## config.mk

```make
export PLATFORM = sky130hd
export DESIGN_NAME = pwm_audio_dac_flat
export DESIGN_NICKNAME = d
export VERILOG_FILES = /design/src/rtl/pwm_audio_dac_if.sv /design/src/rtl/pwm_audio_dac.sv /design/src/flat_wrapper.sv
export SDC_FILE = /design/constraint.sdc
export NUM_CORES = 1
export LEC_CHECK = 0
export ABC_AREA = 1
export CORE_AREA = 2 2 161 116
export DETAILED_ROUTE_END_ITERATION = 6
export DIE_AREA = 0 0 163 118
export PLACE_DENSITY = 0.7
export SLEW_MARGIN = 10
export SYNTH_ARGS = -nofsm -noshare
export SYNTH_HDL_FRONTEND = slang
export SYNTH_SLANG_ARGS = --single-unit
```

## constraint.sdc

```tcl
create_clock -name clk -period 4.1 [get_ports clk]
set_input_delay 0.41 -clock clk [delete_from_list [all_inputs] [get_ports clk]]
set_output_delay 0.41 -clock clk [all_outputs]
set_load 0.03 [all_outputs]
```

## src/rtl/pwm_audio_dac_if.sv

```systemverilog
// Sample stream interface feeding the PWM audio DAC.
// Valid/ready: the master holds s_data stable while s_valid is high; a
// transfer happens on every rising clk edge where s_valid && s_ready are
// both high. s_data is don't-care whenever no transfer happens.
interface pwm_audio_dac_if #(
  parameter int DATA_W = 8
);
  logic [DATA_W-1:0] s_data;
  logic              s_valid;
  logic              s_ready;

  modport master (output s_data, output s_valid, input s_ready);
  modport slave  (input s_data, input s_valid, output s_ready);
endinterface

```

## src/rtl/pwm_audio_dac.sv

```systemverilog
// PWM audio output stage: buffers playback samples in a small FIFO, paces
// them out at a fixed sample rate, applies shift-based volume around
// midscale and drives a 1-bit PWM pin whose duty only changes on frame
// boundaries.
module pwm_audio_dac #(
  parameter int DATA_W     = 8,
  parameter int FIFO_DEPTH = 16,
  parameter int SAMPLE_DIV = 1000,
  parameter int PREFILL    = 8
) (
  input  logic                          clk,
  input  logic                          reset,
  input  logic                          enable,
  pwm_audio_dac_if.slave                s,
  input  logic [2:0]                    vol_shift,
  output logic                          pwm_out,
  output logic                          playing,
  output logic [$clog2(FIFO_DEPTH):0]   fifo_level,
  output logic [15:0]                   underrun_cnt,
  output logic [1:0]                    dbg_state
);

  localparam int AW = $clog2(FIFO_DEPTH);
  localparam int LW = AW + 1;
  localparam int DW = $clog2(SAMPLE_DIV);

  localparam logic [DATA_W-1:0] MID      = {1'b1, {(DATA_W-1){1'b0}}};
  localparam logic [LW-1:0]     FULL_LVL = LW'(FIFO_DEPTH);
  localparam logic [LW-1:0]     PRE_LVL  = LW'(PREFILL);
  localparam logic [DW-1:0]     DIV_LAST = DW'(SAMPLE_DIV - 1);

  localparam logic [1:0] ST_IDLE    = 2'd0;
  localparam logic [1:0] ST_PREFILL = 2'd1;
  localparam logic [1:0] ST_RUN     = 2'd2;

  logic [1:0]        state;
  logic [DATA_W-1:0] mem [FIFO_DEPTH];
  logic [AW-1:0]     wr_ptr;
  logic [AW-1:0]     rd_ptr;
  logic [DW-1:0]     div_cnt;
  logic [DATA_W-1:0] sample_reg;
  logic [2:0]        vol_reg;
  logic [DATA_W-1:0] target;
  logic [DATA_W-1:0] duty;
  logic [DATA_W-1:0] pwm_cnt;

  logic                     push;
  logic                     tick;
  logic                     pop;
  logic                     underrun;
  logic                     fifo_empty;
  logic signed [DATA_W-1:0] vol_d;
  logic signed [DATA_W-1:0] vol_a;
  logic [DATA_W-1:0]        target_next;
  logic [DATA_W-1:0]        pwm_cnt_next;
  logic [DATA_W-1:0]        duty_next;

  // Ready is also forced low while reset is held so the pin reads idle then.
  assign s.s_ready  = enable && !reset && (fifo_level != FULL_LVL);
  assign push       = s.s_valid && s.s_ready;
  assign fifo_empty = (fifo_level == '0);
  assign tick       = enable && (state == ST_RUN) && (div_cnt == DIV_LAST);
  // No bypass: an empty FIFO at the tick is an underrun even if a push lands.
  assign pop        = tick && !fifo_empty;
  assign underrun   = tick && fifo_empty;

  assign playing   = (state == ST_RUN);
  assign dbg_state = state;

  // Playback state machine: IDLE -> PREFILL -> RUN, back to PREFILL on underrun.
  always_ff @(posedge clk or posedge reset) begin
    if (reset) begin
      state <= ST_IDLE;
    end else if (!enable) begin
      state <= ST_IDLE;
    end else begin
      case (state)
        ST_IDLE:    state <= ST_PREFILL;
        ST_PREFILL: if (fifo_level >= PRE_LVL) state <= ST_RUN;
        ST_RUN:     if (underrun) state <= ST_PREFILL;
        default:    state <= ST_IDLE;
      endcase
    end
  end

  // Sample-rate divider; held at zero outside RUN so RUN always starts at 0.
  always_ff @(posedge clk or posedge reset) begin
    if (reset) begin
      div_cnt <= '0;
    end else if (!enable || state != ST_RUN || tick) begin
      div_cnt <= '0;
    end else begin
      div_cnt <= div_cnt + DW'(1);
    end
  end

  // FIFO pointers and occupancy counter; disabling flushes them.
  always_ff @(posedge clk or posedge reset) begin
    if (reset) begin
      wr_ptr     <= '0;
      rd_ptr     <= '0;
      fifo_level <= '0;
    end else if (!enable) begin
      wr_ptr     <= '0;
      rd_ptr     <= '0;
      fifo_level <= '0;
    end else begin
      if (push) wr_ptr <= wr_ptr + AW'(1);
      if (pop)  rd_ptr <= rd_ptr + AW'(1);
      case ({push, pop})
        2'b10:   fifo_level <= fifo_level + LW'(1);
        2'b01:   fifo_level <= fifo_level - LW'(1);
        default: fifo_level <= fifo_level;
      endcase
    end
  end

  // FIFO storage; contents need no reset because the level gates every read.
  always_ff @(posedge clk) begin
    if (push) mem[wr_ptr] <= s.s_data;
  end

  // Current sample and the volume shift captured with it at each pop.
  always_ff @(posedge clk or posedge reset) begin
    if (reset) begin
      sample_reg <= MID;
      vol_reg    <= '0;
    end else if (!enable || state != ST_RUN) begin
      sample_reg <= MID;
    end else if (pop) begin
      sample_reg <= mem[rd_ptr];
      vol_reg    <= vol_shift;
    end else if (underrun) begin
      sample_reg <= MID;
    end
  end

  // Saturating underrun counter; only reset clears it.
  always_ff @(posedge clk or posedge reset) begin
    if (reset) begin
      underrun_cnt <= '0;
    end else if (underrun && underrun_cnt != 16'hFFFF) begin
      underrun_cnt <= underrun_cnt + 16'd1;
    end
  end

  // Volume: subtracting midscale is an MSB flip, and the signed result fits in
  // DATA_W bits, so the shift and the re-centring stay DATA_W wide and can
  // never leave 0..2^DATA_W-1.
  always_comb begin
    vol_d       = signed'({~sample_reg[DATA_W-1], sample_reg[DATA_W-2:0]});
    vol_a       = vol_d >>> vol_reg;
    target_next = {~vol_a[DATA_W-1], vol_a[DATA_W-2:0]};
  end

  // Registered attenuated target.
  always_ff @(posedge clk or posedge reset) begin
    if (reset) begin
      target <= MID;
    end else begin
      target <= target_next;
    end
  end

  // Next PWM counter and duty; duty only reloads on the last count of a frame.
  always_comb begin
    pwm_cnt_next = enable ? pwm_cnt + DATA_W'(1) : '0;
    duty_next    = duty;
    if (!enable) begin
      duty_next = '0;
    end else if (pwm_cnt == '1) begin
      duty_next = target;
    end
  end

  // PWM frame counter, duty and registered output pin.
  always_ff @(posedge clk or posedge reset) begin
    if (reset) begin
      pwm_cnt <= '0;
      duty    <= '0;
      pwm_out <= 1'b0;
    end else begin
      pwm_cnt <= pwm_cnt_next;
      duty    <= duty_next;
      pwm_out <= (pwm_cnt_next < duty_next);
    end
  end

endmodule

```

## src/flat_wrapper.sv

```systemverilog
// flat-port wrapper written by rule: the top's interface ports become plain ports
module pwm_audio_dac_flat 
#(
  parameter int DATA_W     = 8,
  parameter int FIFO_DEPTH = 16,
  parameter int SAMPLE_DIV = 1000,
  parameter int PREFILL    = 8
)
  (clk, reset, enable, vol_shift, pwm_out, playing, fifo_level, underrun_cnt, dbg_state, s_s_data, s_s_valid, s_s_ready);
  pwm_audio_dac_if #(.DATA_W(DATA_W)) s_i ();
  input  logic clk;
  input  logic reset;
  input  logic enable;
  input  logic [2:0] vol_shift;
  output logic pwm_out;
  output logic playing;
  output logic [$clog2(FIFO_DEPTH):0] fifo_level;
  output logic [15:0] underrun_cnt;
  output logic [1:0] dbg_state;
  input wire logic [$bits(s_i.s_data)-1:0] s_s_data;
  input wire logic [$bits(s_i.s_valid)-1:0] s_s_valid;
  output wire logic [$bits(s_i.s_ready)-1:0] s_s_ready;
  assign s_i.s_data = s_s_data;
  assign s_i.s_valid = s_s_valid;
  assign s_s_ready = s_i.s_ready;
  pwm_audio_dac #(.DATA_W(DATA_W), .FIFO_DEPTH(FIFO_DEPTH), .SAMPLE_DIV(SAMPLE_DIV), .PREFILL(PREFILL)) u_core (.clk(clk), .reset(reset), .enable(enable), .s(s_i), .vol_shift(vol_shift), .pwm_out(pwm_out), .playing(playing), .fifo_level(fifo_level), .underrun_cnt(underrun_cnt), .dbg_state(dbg_state));
endmodule
```

# Word-level counts from Yosys, hierarchy flattened
# Memories as Yosys holds them, arrays and structs flattened.
# Cells that the tools add are included.
classes:
  n_mux: 19
  shift: 1
  reduce_logical: 18
  n_bitwise: 3
  magnitude_cmp: 2
  n_addsub: 7
  n_eq_ne: 14
ops:
  columns: ["operator", "count"]
  rows:
  - ["two-way mux 8 bit", 6]
  - ["adder 16 x 1 -> 16 bit (second input constant)", 1]
  - ["two-way mux 4 bit", 4]
  - ["inequality test 16 bit (second input constant)", 1]
  - ["adder 10 x 1 -> 10 bit (second input constant)", 1]
  - ["== test 10 bit (second input constant)", 1]
  - ["two-way mux 10 bit", 1]
  - ["case mux 5 bit (2 select lines)", 1]
  - ["adder 4 x 1 -> 4 bit (second input constant)", 2]
  - ["adder 8 x 1 -> 8 bit (second input constant)", 1]
  - ["== test 8 bit (second input constant)", 1]
  - ["logical AND 1 bit", 8]
  - ["less-than comparator 8 bit", 1]
  - [">>> shifter 8 x 3 -> 8 bit", 1]
  - ["two-way mux 2 bit", 3]
  - ["inequality test 3 x 2 -> 1 bit (second input constant)", 2]
  - ["case mux 2 bit (3 select lines)", 1]
  - ["adder 5 x 1 -> 5 bit (second input constant)", 1]
  - [">= comparator 5 x 4 -> 1 bit (second input constant)", 1]
  - ["logical NOT 5 bit", 1]
  - ["two-way mux 5 bit", 1]
  - ["inequality test 5 bit (second input constant)", 1]
  - ["subtractor 5 x 1 -> 5 bit (second input constant)", 1]
  - ["== test 2 x 1 -> 1 bit (second input constant)", 2]
  - ["11 further kinds", 20]
word_totals:
  mem_count: 1
  elab_cells: 77
  ram_bits: 128
  out_inout_bits: 26
  regBits: 77
  in_bits: 15
memory_table:
  columns: ["name", "words", "width", "read_ports", "rd_ports_with_merged_regs", "wr", "line", "text"]
  rows:
  - ["u_core.mem", 16, 8, 1, 0, 1, "pwm_audio_dac.sv:37", "logic [DATA_W-1:0] mem [FIFO_DEPTH];"]

# Logic depth before layout (Yosys ltp)
depth:
  depth_word: 7
  ltp_mapped: 17

# Worst setup path before layout
# No wires, ideal clock.
synth_timing:
  path_type: "register to register"
  start: "register u_core.fifo_level[1]"
  end: "memory u_core.mem[15][0] (enable)"
  t_arrival_ps: 1755
  setup_ps: 370
  path_buffers: 0
  setup_slack_ps: 1975
  path_stages_with_launch: 9
  required_time_ps: 3730
  cell_sequence: "dfrtp_1 nor2_1 nand3_1 nand3_4 inv_1 nand2_1 nor2_1 inv_1 nor2_1"
synth_between:
  elab_chain_cells: 5
synth_rtl:
  columns: ["item", "line", "text"]
  rows:
  - ["start, declared", "pwm_audio_dac.sv:18", "output logic [$clog2(FIFO_DEPTH):0] fifo_level,"]
  - ["start signal, assigned", "pwm_audio_dac.sv:111", "2'b10: fifo_level <= fifo_level + LW'(1);"]
  - ["start signal, assigned", "pwm_audio_dac.sv:112", "2'b01: fifo_level <= fifo_level - LW'(1);"]
  - ["start signal, assigned", "pwm_audio_dac.sv:113", "default: fifo_level <= fifo_level;"]
  - ["inequality test 5 bit", "pwm_audio_dac.sv:59", "assign s.s_ready = enable && !reset && (fifo_level != FULL_LVL);"]
  - ["logical AND 1 bit", "pwm_audio_dac.sv:59", null]
  - ["logical AND 1 bit", "pwm_audio_dac.sv:60", "assign push = s.s_valid && s.s_ready;"]
  - ["two-way mux 1 bit", "pwm_audio_dac.sv:120", "if (push) mem[wr_ptr] <= s.s_data;"]
  - ["two-way mux 1 bit (implied by the code)", "pwm_audio_dac.sv:120", null]
  - ["end, declared", "pwm_audio_dac.sv:37", null]
# No other way between the ends.

# Worst setup path in the final report
layout_timing:
  start: "register u_core.rd_ptr[1]"
  end: "register u_core.sample_reg[3]"
layout_between:
  elab_chain_cells: 3
layout_rtl:
  columns: ["item", "line", "text"]
  rows:
  - ["start, declared", "pwm_audio_dac.sv:39", "logic [AW-1:0] rd_ptr;"]
  - ["start signal, assigned", "pwm_audio_dac.sv:109", "if (pop) rd_ptr <= rd_ptr + AW'(1);"]
  - ["memory read (16 x 8 bit)", null, null]
  - ["two-way mux 8 bit", "pwm_audio_dac.sv:130", "end else if (pop) begin"]
  - ["two-way mux 8 bit", "pwm_audio_dac.sv:128", "end else if (!enable || state != ST_RUN) begin"]
  - ["end signal, assigned", "pwm_audio_dac.sv:131", "sample_reg <= mem[rd_ptr];"]
  - ["end, declared", "pwm_audio_dac.sv:41", "logic [DATA_W-1:0] sample_reg;"]
# No other way between the ends.
# A chain may end at the register's enable or synchronous reset.

==> metrics.cfg <==
[synth]
ys_seq_area_frac = 0.629
syn_inst = 870
yosys.area_share.adder = 0.0232
synth-seq-cells = 205
synth_mux_area_frac = 0.00368
yosysWarnings = 0
synth_fp_nets = 902
synth-compound-area-share = 0.106
synth_cell_types = 45
async_reset_ff_frac = 0.376
syn_area_um2 = 9170
synth_simple_gate_area_frac = 0.177
synth.avg_cell_area_um2 = 10.5
synth-xor-area-share = 0.0134
synth_edf_count = 128
synth_top_family_by_area = simple AND/OR/NAND/NOR gates
ys.flop_type = edfxtp_1

[grt]
grt_usage = 0.222
antenna_found_initial = 0
first_global_vias = 6205
overflow = 0
grt_max_degree = 67
grt_pass1_wl_um = 33400

[worst_setup_path]
r2r-start = u_core.rd_ptr[1]$_DFFE_PP0P_
slowest_stage = dfrtp_1
reg2reg_to = u_core.sample_reg[3]$_DFFE_PP0P_
cp_data_arrival_time_ps = 3140
critPathMaxStageDelay_ps = 900
worstRegToRegCells = 6
cp-end-kind = flip-flop
cp-start-kind = flip-flop
required_ps = 4510
crit_chain = inv_2 -> nand2_1 -> a21oi_1 -> o311ai_0 -> nand3_1 -> o21ai_0
path_class = flip-flop to flip-flop
worstPathMaxFanout = 44
r2r_setup_slack_ps = 1370

[layout]
nFillCells = 1480
top_regs = u_core.mem x128, u_core.underrun_cnt x16, u_core.div_cnt x10
final_common_cell = nand2_1
layout_common_cells = nand2_1 (174), edfxtp_1 (128), nor2_1 (90)
finish.utilization = 0.590
nets = 940
antenna_cells = 0
layout-drive-gt1-share = 0.0759
largest_reg_flops = 128
area_growth_pct = 13.8
largest-register = u_core.mem

[routing]
wirelength_um = 20600
wl_per_cell_um = 17.8
routed_via_density = 5.58
drcViolationCount = 0
drt_iter0_markers = 748
ant_nets = 0
vias = 6466
firstDrtPassIters = 5

[worst_hold_path]
min_to = u_core.target[7]$_DFF_PP1_
min_path_cells = 0
worstHoldStart = u_core.sample_reg[7]$_DFFE_PP1P_
min_path_type = flip-flop to flip-flop

[die]
die_area_um2 = 19200
core-area_um2 = 17700
rows = 41
die_h_um = 118
die_x_um = 163
start_util = 0.518
num_io_pins = 41

[placement]
gp_congestion = 0.897
numPortBuffers = 40
hpwl_um = 13700

[clock_network]
cts.sinks = 205
cts-root-buf = clkbuf_16
clock_latency_ps = 500
cts_buffers = 21
cts.path.max_buffers = 3
post_cts_buffers = 0
cts_resized = 0
h-tree-depth = 1
cts_tree = yes
cts_hold_buf = 0
clk_pin_slew_worst_paths_ps = 60

[sta]
rsz0062_at_grt = no
setup_violations = 0
setup_tns_ps = 0
post-route-min-period_ps = 2730
relSlewSlack = 0.294
period_share = 0.667
finalHoldViolations = 0
hold-worst-slack_ps = 395
fmax_mhz = 366
slew_violations = 0
fin_skew_ps = 12.9
tightest_slew_ps = 1060

[power_and_ir_drop]
vdd_drop_max_uv = 271
leakage_nw = 4.08
power_density_nw_per_um2 = 412

[run_status]
status = finished clean

[flow_run]
drv_cap = 0

## per-stage QoR
stage,power (mW),instance area (um^2),cells,setup WS [ps]
3_3_place_gp,2.49,9770,1121,1160
6_report,4.30,10400,1158,1370
4_1_cts,4.34,10400,1158,1460
3_5_place_dp,2.49,9770,1121,1070
2_1_floorplan,2.39,9170,870,1730
5_1_grt,4.45,10400,1158,1250
## worst max-delay path, delay by kind of cell, from the launching register on
kind | cells | cell delay (ps)
compound gates | 3 | 790
buf+inv | 1 | 570
flops | 1 | 900
simple gates | 2 | 360
## logic make-up after synthesis
family / Yosys count
AO/OA/AOI/OAI: 162
multiplexers: 3
adder cells (fa/ha/maj): 17
XOR/XNOR: 14
buffers and inverters: 109
AND/OR/NAND/NOR: 360
flip-flops: 205
## power breakdown
group	total, mW	leakage [nW]	internal [mW]	switching [mW]
clock network	1.86	0.320	1.11	0.749
logic	0.210	1.57	0.0634	0.147
registers	2.24	2.19	2.22	0.0156
total	4.30	4.08	3.39	0.912
## routing by layer
layer,GRT usage,wire (um),vias to the layer above
met1,0.356,10000,3112
li1,-,-,3088
met5,0,0,-
met2,0.316,8850,237
met3,0.0409,1460,29
met4,0.0409,308,0
## how the worst max path moves through the flow
stage	to	slack (ps)	startpoint
after floorplan	u_core.dbg_state[0]$_DFFE_PP0P_	1730	reset
after global placement	u_core.mem[7][6]$_DFFE_PP_	1160	enable
after detailed placement	u_core.mem[7][4]$_DFFE_PP_	1070	enable
after CTS	u_core.sample_reg[3]$_DFFE_PP0P_	1460	u_core.rd_ptr[1]$_DFFE_PP0P_
after global routing	u_core.sample_reg[3]$_DFFE_PP0P_	1250	u_core.rd_ptr[1]$_DFFE_PP0P_
final	u_core.sample_reg[3]$_DFFE_PP0P_	1370	u_core.rd_ptr[1]$_DFFE_PP0P_
## area by class of cell
class | count | area (um^2) | share of cell area
Timing Repair Buffer | 45 | 438 | 0.0420
Multi-Input combinational cell | 556 | 2970 | 0.284
Tap cell | 236 | 295 | 0.0283
Sequential cell | 205 | 5770 | 0.553
Inverter | 79 | 298 | 0.0285
Clock buffer | 29 | 577 | 0.0553
Clock inverter | 8 | 87.6 | 0.00839
## Yosys cell counts (13+ instances only)
master	number	share of area
inv_1	72	0.029
a22oi_1	14	0.011
o21ai_0	39	0.021
clkbuf_1	17	0.0070
a21oi_1	66	0.036
nor3_1	21	0.011
nand2_1	174	0.071
edfxtp_1	128	0.42
nand3_1	39	0.021
ha_1	17	0.023
dfrtp_1	75	0.20
o211ai_1	13	0.011
nor2_1	90	0.037
Power figures use the tool's default switching activity.
